File: src/rtl/id_ex_if.sv
// ID/EX stage bus bundle: the decode-side inputs plus the registered EX-side outputs.
//  master : decode/control side, drives id_valid, ctrl_in, rs/rt/rd_in, rdata_a/b,
//           imm_in, pc4_in, flush and hold_in, and observes the EX outputs.
//  slave  : the ID/EX stage, drives ex_valid, ex_ctrl, ex_rs/rt/rd, ex_a/b/imm/pc4,
//           stall_if, bubble_cnt and flush_cnt.
interface id_ex_if #(
   parameter int unsigned DATA_W = 32,
   parameter int unsigned CNT_W  = 16
);
   localparam int unsigned CTRL_W = 10;
   localparam int unsigned REG_W  = 5;

   logic              id_valid;
   logic [CTRL_W-1:0] ctrl_in;
   logic [REG_W-1:0]  rs_in;
   logic [REG_W-1:0]  rt_in;
   logic [REG_W-1:0]  rd_in;
   logic [DATA_W-1:0] rdata_a;
   logic [DATA_W-1:0] rdata_b;
   logic [DATA_W-1:0] imm_in;
   logic [DATA_W-1:0] pc4_in;
   logic              flush;
   logic              hold_in;

   logic              ex_valid;
   logic [CTRL_W-1:0] ex_ctrl;
   logic [REG_W-1:0]  ex_rs;
   logic [REG_W-1:0]  ex_rt;
   logic [REG_W-1:0]  ex_rd;
   logic [DATA_W-1:0] ex_a;
   logic [DATA_W-1:0] ex_b;
   logic [DATA_W-1:0] ex_imm;
   logic [DATA_W-1:0] ex_pc4;
   logic              stall_if;
   logic [CNT_W-1:0]  bubble_cnt;
   logic [CNT_W-1:0]  flush_cnt;

   modport master (
      output id_valid, ctrl_in, rs_in, rt_in, rd_in, rdata_a, rdata_b, imm_in, pc4_in,
             flush, hold_in,
      input  ex_valid, ex_ctrl, ex_rs, ex_rt, ex_rd, ex_a, ex_b, ex_imm, ex_pc4,
             stall_if, bubble_cnt, flush_cnt
   );

   modport slave (
      input  id_valid, ctrl_in, rs_in, rt_in, rd_in, rdata_a, rdata_b, imm_in, pc4_in,
             flush, hold_in,
      output ex_valid, ex_ctrl, ex_rs, ex_rt, ex_rd, ex_a, ex_b, ex_imm, ex_pc4,
             stall_if, bubble_cnt, flush_cnt
   );
endinterface

File: src/rtl/id_ex_stage.sv
// ID/EX pipeline register with load-use bubble insertion, branch flush, downstream hold
// and saturating bubble/flush statistics counters.
//  clk, rst_n : rising-edge clock, synchronous active-low reset
//  bus        : id_ex_if slave -- decode inputs in, registered EX outputs and the
//               combinational stall_if out
module id_ex_stage #(
   parameter int unsigned DATA_W = 32,
   parameter int unsigned CNT_W  = 16
) (
   input logic  clk,
   input logic  rst_n,
   id_ex_if.slave bus
);
   localparam int unsigned CTRL_W = 10;
   localparam int unsigned REG_W  = 5;
   localparam logic [CNT_W-1:0] CNT_MAX = '1;

   logic              valid_q,  valid_d;
   logic [CTRL_W-1:0] ctrl_q,   ctrl_d;
   logic [REG_W-1:0]  rs_q,     rs_d;
   logic [REG_W-1:0]  rt_q,     rt_d;
   logic [REG_W-1:0]  rd_q,     rd_d;
   logic [DATA_W-1:0] a_q,      a_d;
   logic [DATA_W-1:0] b_q,      b_d;
   logic [DATA_W-1:0] imm_q,    imm_d;
   logic [DATA_W-1:0] pc4_q,    pc4_d;
   logic [CNT_W-1:0]  bubble_q, bubble_d;
   logic [CNT_W-1:0]  flush_q,  flush_d;
   logic              lu_c;

   // Load in EX whose destination is read by the decode instruction; rt only counts
   // as a source when the decode op actually reads it (R-type, store, branch).
   always_comb begin
      lu_c = valid_q && ctrl_q[4] && (rt_q != REG_W'(0)) && bus.id_valid &&
             ((rt_q == bus.rs_in) ||
              ((rt_q == bus.rt_in) && (bus.ctrl_in[8] || bus.ctrl_in[3] || bus.ctrl_in[2])));
   end

   // A flush discards the decode slot too, so fetch must not be held.
   assign bus.stall_if = bus.flush ? 1'b0 : (lu_c || bus.hold_in);

   // Next-state: flush > hold > load-use bubble > normal load.
   always_comb begin
      valid_d  = valid_q;
      ctrl_d   = ctrl_q;
      rs_d     = rs_q;
      rt_d     = rt_q;
      rd_d     = rd_q;
      a_d      = a_q;
      b_d      = b_q;
      imm_d    = imm_q;
      pc4_d    = pc4_q;
      bubble_d = bubble_q;
      flush_d  = flush_q;
      if (bus.flush || (!bus.hold_in && lu_c)) begin
         valid_d = 1'b0;
         ctrl_d  = '0;
         rs_d    = '0;
         rt_d    = '0;
         rd_d    = '0;
         a_d     = '0;
         b_d     = '0;
         imm_d   = '0;
         pc4_d   = '0;
         if (bus.flush) begin
            flush_d = (flush_q == CNT_MAX) ? flush_q : flush_q + CNT_W'(1);
         end else begin
            bubble_d = (bubble_q == CNT_MAX) ? bubble_q : bubble_q + CNT_W'(1);
         end
      end else if (!bus.hold_in) begin
         valid_d = bus.id_valid;
         ctrl_d  = bus.id_valid ? bus.ctrl_in : '0;
         rs_d    = bus.rs_in;
         rt_d    = bus.rt_in;
         rd_d    = bus.rd_in;
         a_d     = bus.rdata_a;
         b_d     = bus.rdata_b;
         imm_d   = bus.imm_in;
         pc4_d   = bus.pc4_in;
      end
   end

   // State register.
   always_ff @(posedge clk) begin
      if (!rst_n) begin
         valid_q  <= 1'b0;
         ctrl_q   <= '0;
         rs_q     <= '0;
         rt_q     <= '0;
         rd_q     <= '0;
         a_q      <= '0;
         b_q      <= '0;
         imm_q    <= '0;
         pc4_q    <= '0;
         bubble_q <= '0;
         flush_q  <= '0;
      end else begin
         valid_q  <= valid_d;
         ctrl_q   <= ctrl_d;
         rs_q     <= rs_d;
         rt_q     <= rt_d;
         rd_q     <= rd_d;
         a_q      <= a_d;
         b_q      <= b_d;
         imm_q    <= imm_d;
         pc4_q    <= pc4_d;
         bubble_q <= bubble_d;
         flush_q  <= flush_d;
      end
   end

   assign bus.ex_valid   = valid_q;
   assign bus.ex_ctrl    = ctrl_q;
   assign bus.ex_rs      = rs_q;
   assign bus.ex_rt      = rt_q;
   assign bus.ex_rd      = rd_q;
   assign bus.ex_a       = a_q;
   assign bus.ex_b       = b_q;
   assign bus.ex_imm     = imm_q;
   assign bus.ex_pc4     = pc4_q;
   assign bus.bubble_cnt = bubble_q;
   assign bus.flush_cnt  = flush_q;
endmodule

File: src/flat_wrapper.sv
// flat-port wrapper written by rule: the top's interface ports become plain ports
module id_ex_stage_flat 
#(
   parameter int unsigned DATA_W = 32,
   parameter int unsigned CNT_W  = 16
)
  (clk, rst_n, bus_id_valid, bus_ctrl_in, bus_rs_in, bus_rt_in, bus_rd_in, bus_rdata_a, bus_rdata_b, bus_imm_in, bus_pc4_in, bus_flush, bus_hold_in, bus_ex_valid, bus_ex_ctrl, bus_ex_rs, bus_ex_rt, bus_ex_rd, bus_ex_a, bus_ex_b, bus_ex_imm, bus_ex_pc4, bus_stall_if, bus_bubble_cnt, bus_flush_cnt);
  id_ex_if #(.DATA_W(DATA_W), .CNT_W(CNT_W)) bus_i ();
  input logic clk;
  input logic rst_n;
  input wire logic [$bits(bus_i.id_valid)-1:0] bus_id_valid;
  input wire logic [$bits(bus_i.ctrl_in)-1:0] bus_ctrl_in;
  input wire logic [$bits(bus_i.rs_in)-1:0] bus_rs_in;
  input wire logic [$bits(bus_i.rt_in)-1:0] bus_rt_in;
  input wire logic [$bits(bus_i.rd_in)-1:0] bus_rd_in;
  input wire logic [$bits(bus_i.rdata_a)-1:0] bus_rdata_a;
  input wire logic [$bits(bus_i.rdata_b)-1:0] bus_rdata_b;
  input wire logic [$bits(bus_i.imm_in)-1:0] bus_imm_in;
  input wire logic [$bits(bus_i.pc4_in)-1:0] bus_pc4_in;
  input wire logic [$bits(bus_i.flush)-1:0] bus_flush;
  input wire logic [$bits(bus_i.hold_in)-1:0] bus_hold_in;
  output wire logic [$bits(bus_i.ex_valid)-1:0] bus_ex_valid;
  output wire logic [$bits(bus_i.ex_ctrl)-1:0] bus_ex_ctrl;
  output wire logic [$bits(bus_i.ex_rs)-1:0] bus_ex_rs;
  output wire logic [$bits(bus_i.ex_rt)-1:0] bus_ex_rt;
  output wire logic [$bits(bus_i.ex_rd)-1:0] bus_ex_rd;
  output wire logic [$bits(bus_i.ex_a)-1:0] bus_ex_a;
  output wire logic [$bits(bus_i.ex_b)-1:0] bus_ex_b;
  output wire logic [$bits(bus_i.ex_imm)-1:0] bus_ex_imm;
  output wire logic [$bits(bus_i.ex_pc4)-1:0] bus_ex_pc4;
  output wire logic [$bits(bus_i.stall_if)-1:0] bus_stall_if;
  output wire logic [$bits(bus_i.bubble_cnt)-1:0] bus_bubble_cnt;
  output wire logic [$bits(bus_i.flush_cnt)-1:0] bus_flush_cnt;
  assign bus_i.id_valid = bus_id_valid;
  assign bus_i.ctrl_in = bus_ctrl_in;
  assign bus_i.rs_in = bus_rs_in;
  assign bus_i.rt_in = bus_rt_in;
  assign bus_i.rd_in = bus_rd_in;
  assign bus_i.rdata_a = bus_rdata_a;
  assign bus_i.rdata_b = bus_rdata_b;
  assign bus_i.imm_in = bus_imm_in;
  assign bus_i.pc4_in = bus_pc4_in;
  assign bus_i.flush = bus_flush;
  assign bus_i.hold_in = bus_hold_in;
  assign bus_ex_valid = bus_i.ex_valid;
  assign bus_ex_ctrl = bus_i.ex_ctrl;
  assign bus_ex_rs = bus_i.ex_rs;
  assign bus_ex_rt = bus_i.ex_rt;
  assign bus_ex_rd = bus_i.ex_rd;
  assign bus_ex_a = bus_i.ex_a;
  assign bus_ex_b = bus_i.ex_b;
  assign bus_ex_imm = bus_i.ex_imm;
  assign bus_ex_pc4 = bus_i.ex_pc4;
  assign bus_stall_if = bus_i.stall_if;
  assign bus_bubble_cnt = bus_i.bubble_cnt;
  assign bus_flush_cnt = bus_i.flush_cnt;
  id_ex_stage #(.DATA_W(DATA_W), .CNT_W(CNT_W)) u_core (.clk(clk), .rst_n(rst_n), .bus(bus_i));
endmodule
File: config.mk
export PLATFORM = sky130hd
export DESIGN_NAME = id_ex_stage_flat
export DESIGN_NICKNAME = d
export VERILOG_FILES = /design/src/rtl/id_ex_if.sv /design/src/rtl/id_ex_stage.sv /design/src/flat_wrapper.sv
export SDC_FILE = /design/constraint.sdc
export NUM_CORES = 1
export LEC_CHECK = 0
export CAP_MARGIN = 20
export CORE_MARGIN = 8
export CORE_UTILIZATION = 35
export DETAILED_ROUTE_END_ITERATION = 10
export PLACE_DENSITY = 0.85
export SLEW_MARGIN = 20
export SYNTH_ARGS = -nofsm -noshare
export SYNTH_HDL_FRONTEND = slang
export SYNTH_SLANG_ARGS = --single-unit
File: constraint.sdc
create_clock -name clk -period 2.1 [get_ports clk]
set_clock_uncertainty 0.1 [all_clocks]
set_input_delay 0.42 -clock clk [delete_from_list [all_inputs] [get_ports clk]]
set_output_delay 0.42 -clock clk [all_outputs]
set_load 0.02 [all_outputs]
Word level (Yosys, flattened, before mapping)
Cells that the tools add are included.
W data, S select, Z words.
{ "word_totals": {"regBits": 186, "word_cells": 39} }
{ "op_classes": {"n_addsub": 2, "n_eq_ne": 4, "muxes": 2, "n_bitwise": 4, "n_reduce_logical": 16} }
{ "ops": {"columns": ["cell", "count"], "rows": [
  ["$add A16 B1 Y16 const B", 2],
  ["$eq A16 B16 Y1 const B", 2],
  ["$eq A5 B5 Y1", 2],
  ["$mux W10", 1],
  ["$logic_and A1 B1 Y1", 6],
  ["$reduce_and A3 Y1", 2],
  ["$logic_or A1 B1 Y1", 5],
  ["$reduce_bool A5 Y1", 1],
  ["$not A1 Y1", 4],
  ["$reduce_or A2 Y1", 1],
  ["$logic_not A1 Y1", 1],
  ["$mux W1", 1]
]} }

Logic depth before layout (Yosys ltp)
{ "depth": {"ltp_word": 8, "mapped_depth": 8} }

Worst setup path before layout
No wires, ideal clock.
{ "synth_path": {"kind": "reg2reg", "from": "register u_core.rt_q[0], in the netlist u_core.bus.ex_rt[0]", "to": "register u_core.bubble_q[13], in the netlist u_core.bus.bubble_cnt[13]", "setup_time_ns": 0.071, "arrival_ns": 2.302, "t_required_ns": 1.929, "path_slack_ns": -0.372, "path_stages_with_launch": 8, "cell_sequence": "dfxtp_1 or4_1 o211ai_1 or4b_1 clkbuf_2 or4_4 or3_1 a21oi_1"} }
{ "synth_via": {"elab_chain_len": 7} }
{ "synth_rtl": {"columns": ["element", "line", "source"], "rows": [
  ["start: declaration", "id_ex_stage.sv:21", "logic [REG_W-1:0] rt_q, rt_d;"],
  ["start signal: assignment", "id_ex_stage.sv:101", "rt_q <= rt_d;"],
  ["$eq A5 B5 Y1 or $reduce_bool A5 Y1 (tied branches)", "id_ex_stage.sv:36, id_ex_stage.sv:34", null],
  ["$logic_and A1 B1 Y1, on equally long branches", "id_ex_stage.sv:36, id_ex_stage.sv:34", null],
  ["$logic_or A1 B1 Y1 or $logic_and A1 B1 Y1 (tied branches)", "id_ex_stage.sv:35, id_ex_stage.sv:34", null],
  ["$logic_and A1 B1 Y1 *", "id_ex_stage.sv:34", "lu_c = valid_q && ctrl_q[4] && (rt_q != REG_W'(0)) && bus.id_valid &&"],
  ["$logic_and A1 B1 Y1 *", "id_ex_stage.sv:55", "if (bus.flush || (!bus.hold_in && lu_c)) begin"],
  ["$logic_or A1 B1 Y1 *", "id_ex_stage.sv:55", null],
  ["$reduce_and A3 Y1 (no source line) *", null, null],
  ["end signal: assignment", "id_ex_stage.sv:107", "bubble_q <= bubble_d;"],
  ["end: declaration", "id_ex_stage.sv:27", "logic [CNT_W-1:0] bubble_q, bubble_d;"]
]} }
Every way passes the cells marked *; elsewhere a longest branch is shown, timed or not.
A chain may end at the register's enable or synchronous reset.

Worst setup path in the final report
{ "layout_path": {"from": "register u_core.rt_q[1], in the netlist u_core.bus.ex_rt[1]", "to": "register u_core.a_q[12], in the netlist u_core.bus.ex_a[12]"} }
{ "layout_via": {"elab_chain_len": 7} }
{ "layout_rtl": {"columns": ["element", "line", "source"], "rows": [
  ["$eq A5 B5 Y1 or $reduce_bool A5 Y1 (tied branches)", "id_ex_stage.sv:36, id_ex_stage.sv:34", null],
  ["$logic_and A1 B1 Y1, on equally long branches", "id_ex_stage.sv:36, id_ex_stage.sv:34", null],
  ["$logic_or A1 B1 Y1 or $logic_and A1 B1 Y1 (tied branches)", "id_ex_stage.sv:35, id_ex_stage.sv:34", null],
  ["$logic_and A1 B1 Y1 *", "id_ex_stage.sv:34", null],
  ["$logic_and A1 B1 Y1 *", "id_ex_stage.sv:55", null],
  ["$logic_or A1 B1 Y1 *", "id_ex_stage.sv:55", null],
  ["$reduce_or A2 Y1 (no source line) *", null, null],
  ["end signal: assignment", "id_ex_stage.sv:91", "a_q <= '0;"],
  ["end signal: assignment", "id_ex_stage.sv:103", "a_q <= a_d;"],
  ["end: declaration", "id_ex_stage.sv:23", "logic [DATA_W-1:0] a_q, a_d;"]
]} }
Marked as above.

==> Implementation_results.wiki <==
{| class="wikitable"
! Metric !! Value
|-
| Number of vias per cell || 5.09
|-
| PnR Total Power || 7.96 mW
|-
| Most common cell on crit path || sky130_fd_sc_hd__buf_12
|-
| Headroom to the max-slew limit || 58.2%
|-
| Final ANT Viol Nets || 0
|-
| Minimum period implied by the final worst setup slack || 2.59 ns
|-
| Leakage power total || 4.81 nW
|-
| Via count of the first global-routing pass || 6523
|-
| Boundary Pins || 345
|-
| Leading cell types in the layout, fill and taps excluded || sky130_fd_sc_hd__clkdlybuf4s50_1 (335), sky130_fd_sc_hd__dfxtp_1 (181), sky130_fd_sc_hd__a22o_1 (153)
|-
| Fraction of final layout cells with drive strength greater than 1 || 17.3%
|-
| DR vias || 6197
|-
| Final design area excluding fillers || 12000 sq um
|-
| Synth top area share || 59.5%
|-
| Largest net degree at the start of global routing || 36
|-
| Initial cell density of the core || 35.2%
|-
| Setup Total Neg Slack || -50.44 ns
|-
| Fillers || 1260
|-
| Count of final setup violators || 171
|-
| Result of the run || finished with violations
|-
| Peak clock frequency supported by timing || 387 MHz
|-
| H-tree depth reported by CTS || 4
|-
| Initial DRC Count || 260
|-
| Power density over cell area || 662 nW/um^2
|-
| Critical path fanouts, max || 6
|-
| Number of register bits inferred by synthesis || 186
|-
| Detail-routed net length per standard cell || 21.1 um
|-
| DP Area || 10500 sq um
|-
| Final slew viol count || 0
|-
| Final weighted congestion in routability-driven placement || 0.836
|-
| Min-Delay Path Class || input pin to flip-flop
|-
| # port buffers || 344
|-
| GRT overflow || 0
|-
| Wire length on met3 || 2.21 mm
|-
| Worst hold slack || 0.196 ns
|-
| Antenna violations before repair || 1
|-
| TritonCTS Sinks || 186
|-
| Clk_lat worst skew || 0.42 ns
|-
| Drc violations || 0
|-
| First-pass GRT wire length || 37.6 mm
|-
| Count of max-cap constraint violations || 0
|-
| Total CTS buffers || 17
|-
| RSZ-0062 raised after global routing || yes
|-
| GRT Overall Usage || 21.7%
|-
| Final HPWL DP || 17.5 mm
|-
| Die outline area || 22400 sq um
|-
| Library cell with the largest summed area after synthesis || sky130_fd_sc_hd__dfxtp_1
|-
| Worst path required time || 2.38 ns
|-
| Post-synth net total || 706
|-
| Syn Area/Cell || 11.5 sq um
|-
| Maximum single-stage delay on the critical path || 0.53 ns
|-
| Post-route met1 wirelength || 9.70 mm
|-
| Total iterations of the first detailed-routing run || 4
|-
| Share of the cycle needed by the critical path after routing || 123%
|-
| Nets || 1134
|-
| Number of hold buffers added after CTS || 0
|-
| Slowest library cell on the worst path || sky130_fd_sc_hd__or4_4
|-
| Type of origin of the critical path || flip-flop
|-
| Slew at the pin closest to its max-slew limit || 0.625 ns
|-
| Proportion of synthesized chip area in sequential cells || 59.5%
|-
| Syn Std Cell Area || 6260 sq um
|-
| Leading cell types by total area after synthesis || sky130_fd_sc_hd__dfxtp_1 (60%), sky130_fd_sc_hd__a22o_1 (21%), sky130_fd_sc_hd__clkbuf_1 (1.7%)
|-
| Register clock-pin slew on the reported worst setup and hold paths || 0.08 ns
|-
| Length of routed met2 wiring || 13.1 mm
|-
| Setup slack of the critical path after layout || -0.485 ns
|-
| Final hold violations || 0
|-
| Core ar. || 17800 sq um
|-
| CTS tree || built
|-
| Signal arrival time at the worst endpoint || 2.86 ns
|-
| Number of rows in the core area || 49
|-
| Violations in the final reports || setup timing
|-
| Area growth from synthesis to layout || 92.3%
|-
| Yosys cell types || 38
|-
| Series of cell instances along the critical path || or4_4, o211ai_1, nor2_4, buf_4, a21oi_4, buf_12, buf_12, buf_12, bufbuf_16, a22o_1
|-
| Maximum number of buffers from clock root to sink || 2
|-
| Most frequent standard cell in the layout excluding fill and tap cells || sky130_fd_sc_hd__clkdlybuf4s50_1
|-
| Synthesized instance count || 546
|-
| Final routed wirelength across all metal layers || 25.7 mm
|-
| Die Height || 150 um
|-
| Critical path start-end classification || flip-flop to flip-flop
|-
| Die X-Extent || 150 um
|-
| Root buf cell || sky130_fd_sc_hd__clkbuf_16
|-
| Warning count from the yosys run || 0
|-
| Peak VDD IR || 0.000504 V
|-
| Top routing layer in use || met4
|-
| Worst reg-to-reg setup slack || -0.49 ns
|-
| Category of the worst setup path capture point || flip-flop
|}
[what timing repair did]
action / CTS / global route
buffers inserted: 26 / 10
gates resized for setup: 65 / 23
pin swaps: 21 / 19
gates cloned: 13 / 0
endpoints found under the setup margin: 171 / 174
[report_power, final]
part           internal [mW]  switching, mW  total (mW)  leakage (nW)
registers               3.62         0.0616        3.68          1.52
clock network           1.63           1.57        3.20         0.291
logic                  0.655          0.425        1.08          3.00
[flip-flops by register name (all words and copies together), names as in the netlist]
name	count
u_core.bus.flush_cnt	16
u_core.bus.ex_ctrl	10
u_core.bus.ex_imm	32
u_core.bus.ex_pc4	32
u_core.bus.ex_b	32
u_core.bus.ex_rs	5
u_core.bus.ex_rd	5
u_core.bus.ex_valid	1
u_core.bus.ex_rt	5
u_core.bus.ex_a	32
u_core.bus.bubble_cnt	16
[through the flow]
step / worst slack, ns / cells / util [%]
6_report: -0.485 / 1217 / 67.7
3_3_place_gp: -1.09 / 1144 / 59.0
4_1_cts: -0.445 / 1213 / 67.0
3_5_place_dp: -1.12 / 1144 / 59.0
5_1_grt: -0.547 / 1217 / 67.7
2_1_floorplan: -0.120 / 546 / -
[cells in the mapped netlist, drive strengths merged]
| cell type | n |
|---|---|
| dfxtp | 186 |
| a22o | 153 |
| clkbuf | 30 |
| nand2 | 24 |
| nor2 | 16 |
| nand3 | 12 |
| xor2 | 12 |
| a21oi | 11 |
| nor3 | 10 |
| buf | 8 |
| mux2i | 8 |
| nand2b | 8 |
| o21ai | 8 |
| xnor2 | 7 |
| or3 | 6 |
| and3 | 5 |
| and4 | 5 |
| nand4 | 5 |
| nor4 | 5 |
| and2 | 4 |
| a31oi | 3 |
| inv | 3 |
| a31o | 2 |
| ha | 2 |
| o211ai | 2 |
| or4 | 2 |
| a21bo | 1 |
| a21o | 1 |
| a22oi | 1 |
| a41oi | 1 |
| nand3b | 1 |
| nor3b | 1 |
| nor4b | 1 |
| o31ai | 1 |
| or4b | 1 |
[kinds of logic (layout without fill, tap and decap cells)]
logic type      Yosys count  in the layout  share of synthesized area (%)
compound gates          184            184                           24.4
other cells               0              1                              0
mux                       8              8                           1.28
buf+inv                  41            482                           2.64
xor+xnor                 19             19                           2.66
simple gates            106            106                           9.08
flops                   186            186                           59.5
fa+ha+maj                 2              2                          0.400
[cell type report]
cell class              instances  area (sq um)  share of cell area, %
repair buffers                447          4820                   40.1
flip-flops and latches        186          3740                   31.1
multi-input cells             319          2580                   21.4
clock buffers                  18           439                   3.65
well taps                     229           287                   2.38
clock inverters                14           151                   1.26
inverters                       3          11.3                 0.0936
diodes                          1          2.50                 0.0208
[worst max-delay path: cells and delay by family (launching register included)]
family / cells / cell delay, ns
DFF: 1 / 0.35
and+or+nand+nor: 2 / 0.59
AOI/OAI and AO/OA: 3 / 0.67
buffers and inverters: 5 / 0.80
[path summary, 6_finish.rpt]
path,from,endpoint,cells past startpoint
worst max-delay path,u_core.bus.ex_rt[1]$_SDFFE_PP0N_,u_core.bus.ex_a[12]$_SDFFE_PP0N_,10
worst min-delay path,bus_rt_in[3],u_core.bus.ex_rt[3]$_SDFFE_PP0N_,2
worst min register to register,u_core.bus.ex_pc4[14]$_SDFFE_PP0N_,u_core.bus.ex_pc4[14]$_SDFFE_PP0N_,1
worst max register to register,u_core.bus.ex_rt[1]$_SDFFE_PP0N_,u_core.bus.ex_a[12]$_SDFFE_PP0N_,10
[metal layers]
layer  global-route usage [%]  up-vias
met5                        0        -
met4                     9.00        0
met3                     7.29       40
met2                     37.3      262
met1                     24.1     2956
li1                         -     2939
No activity file was read; power rests on OpenSTA's default activity.
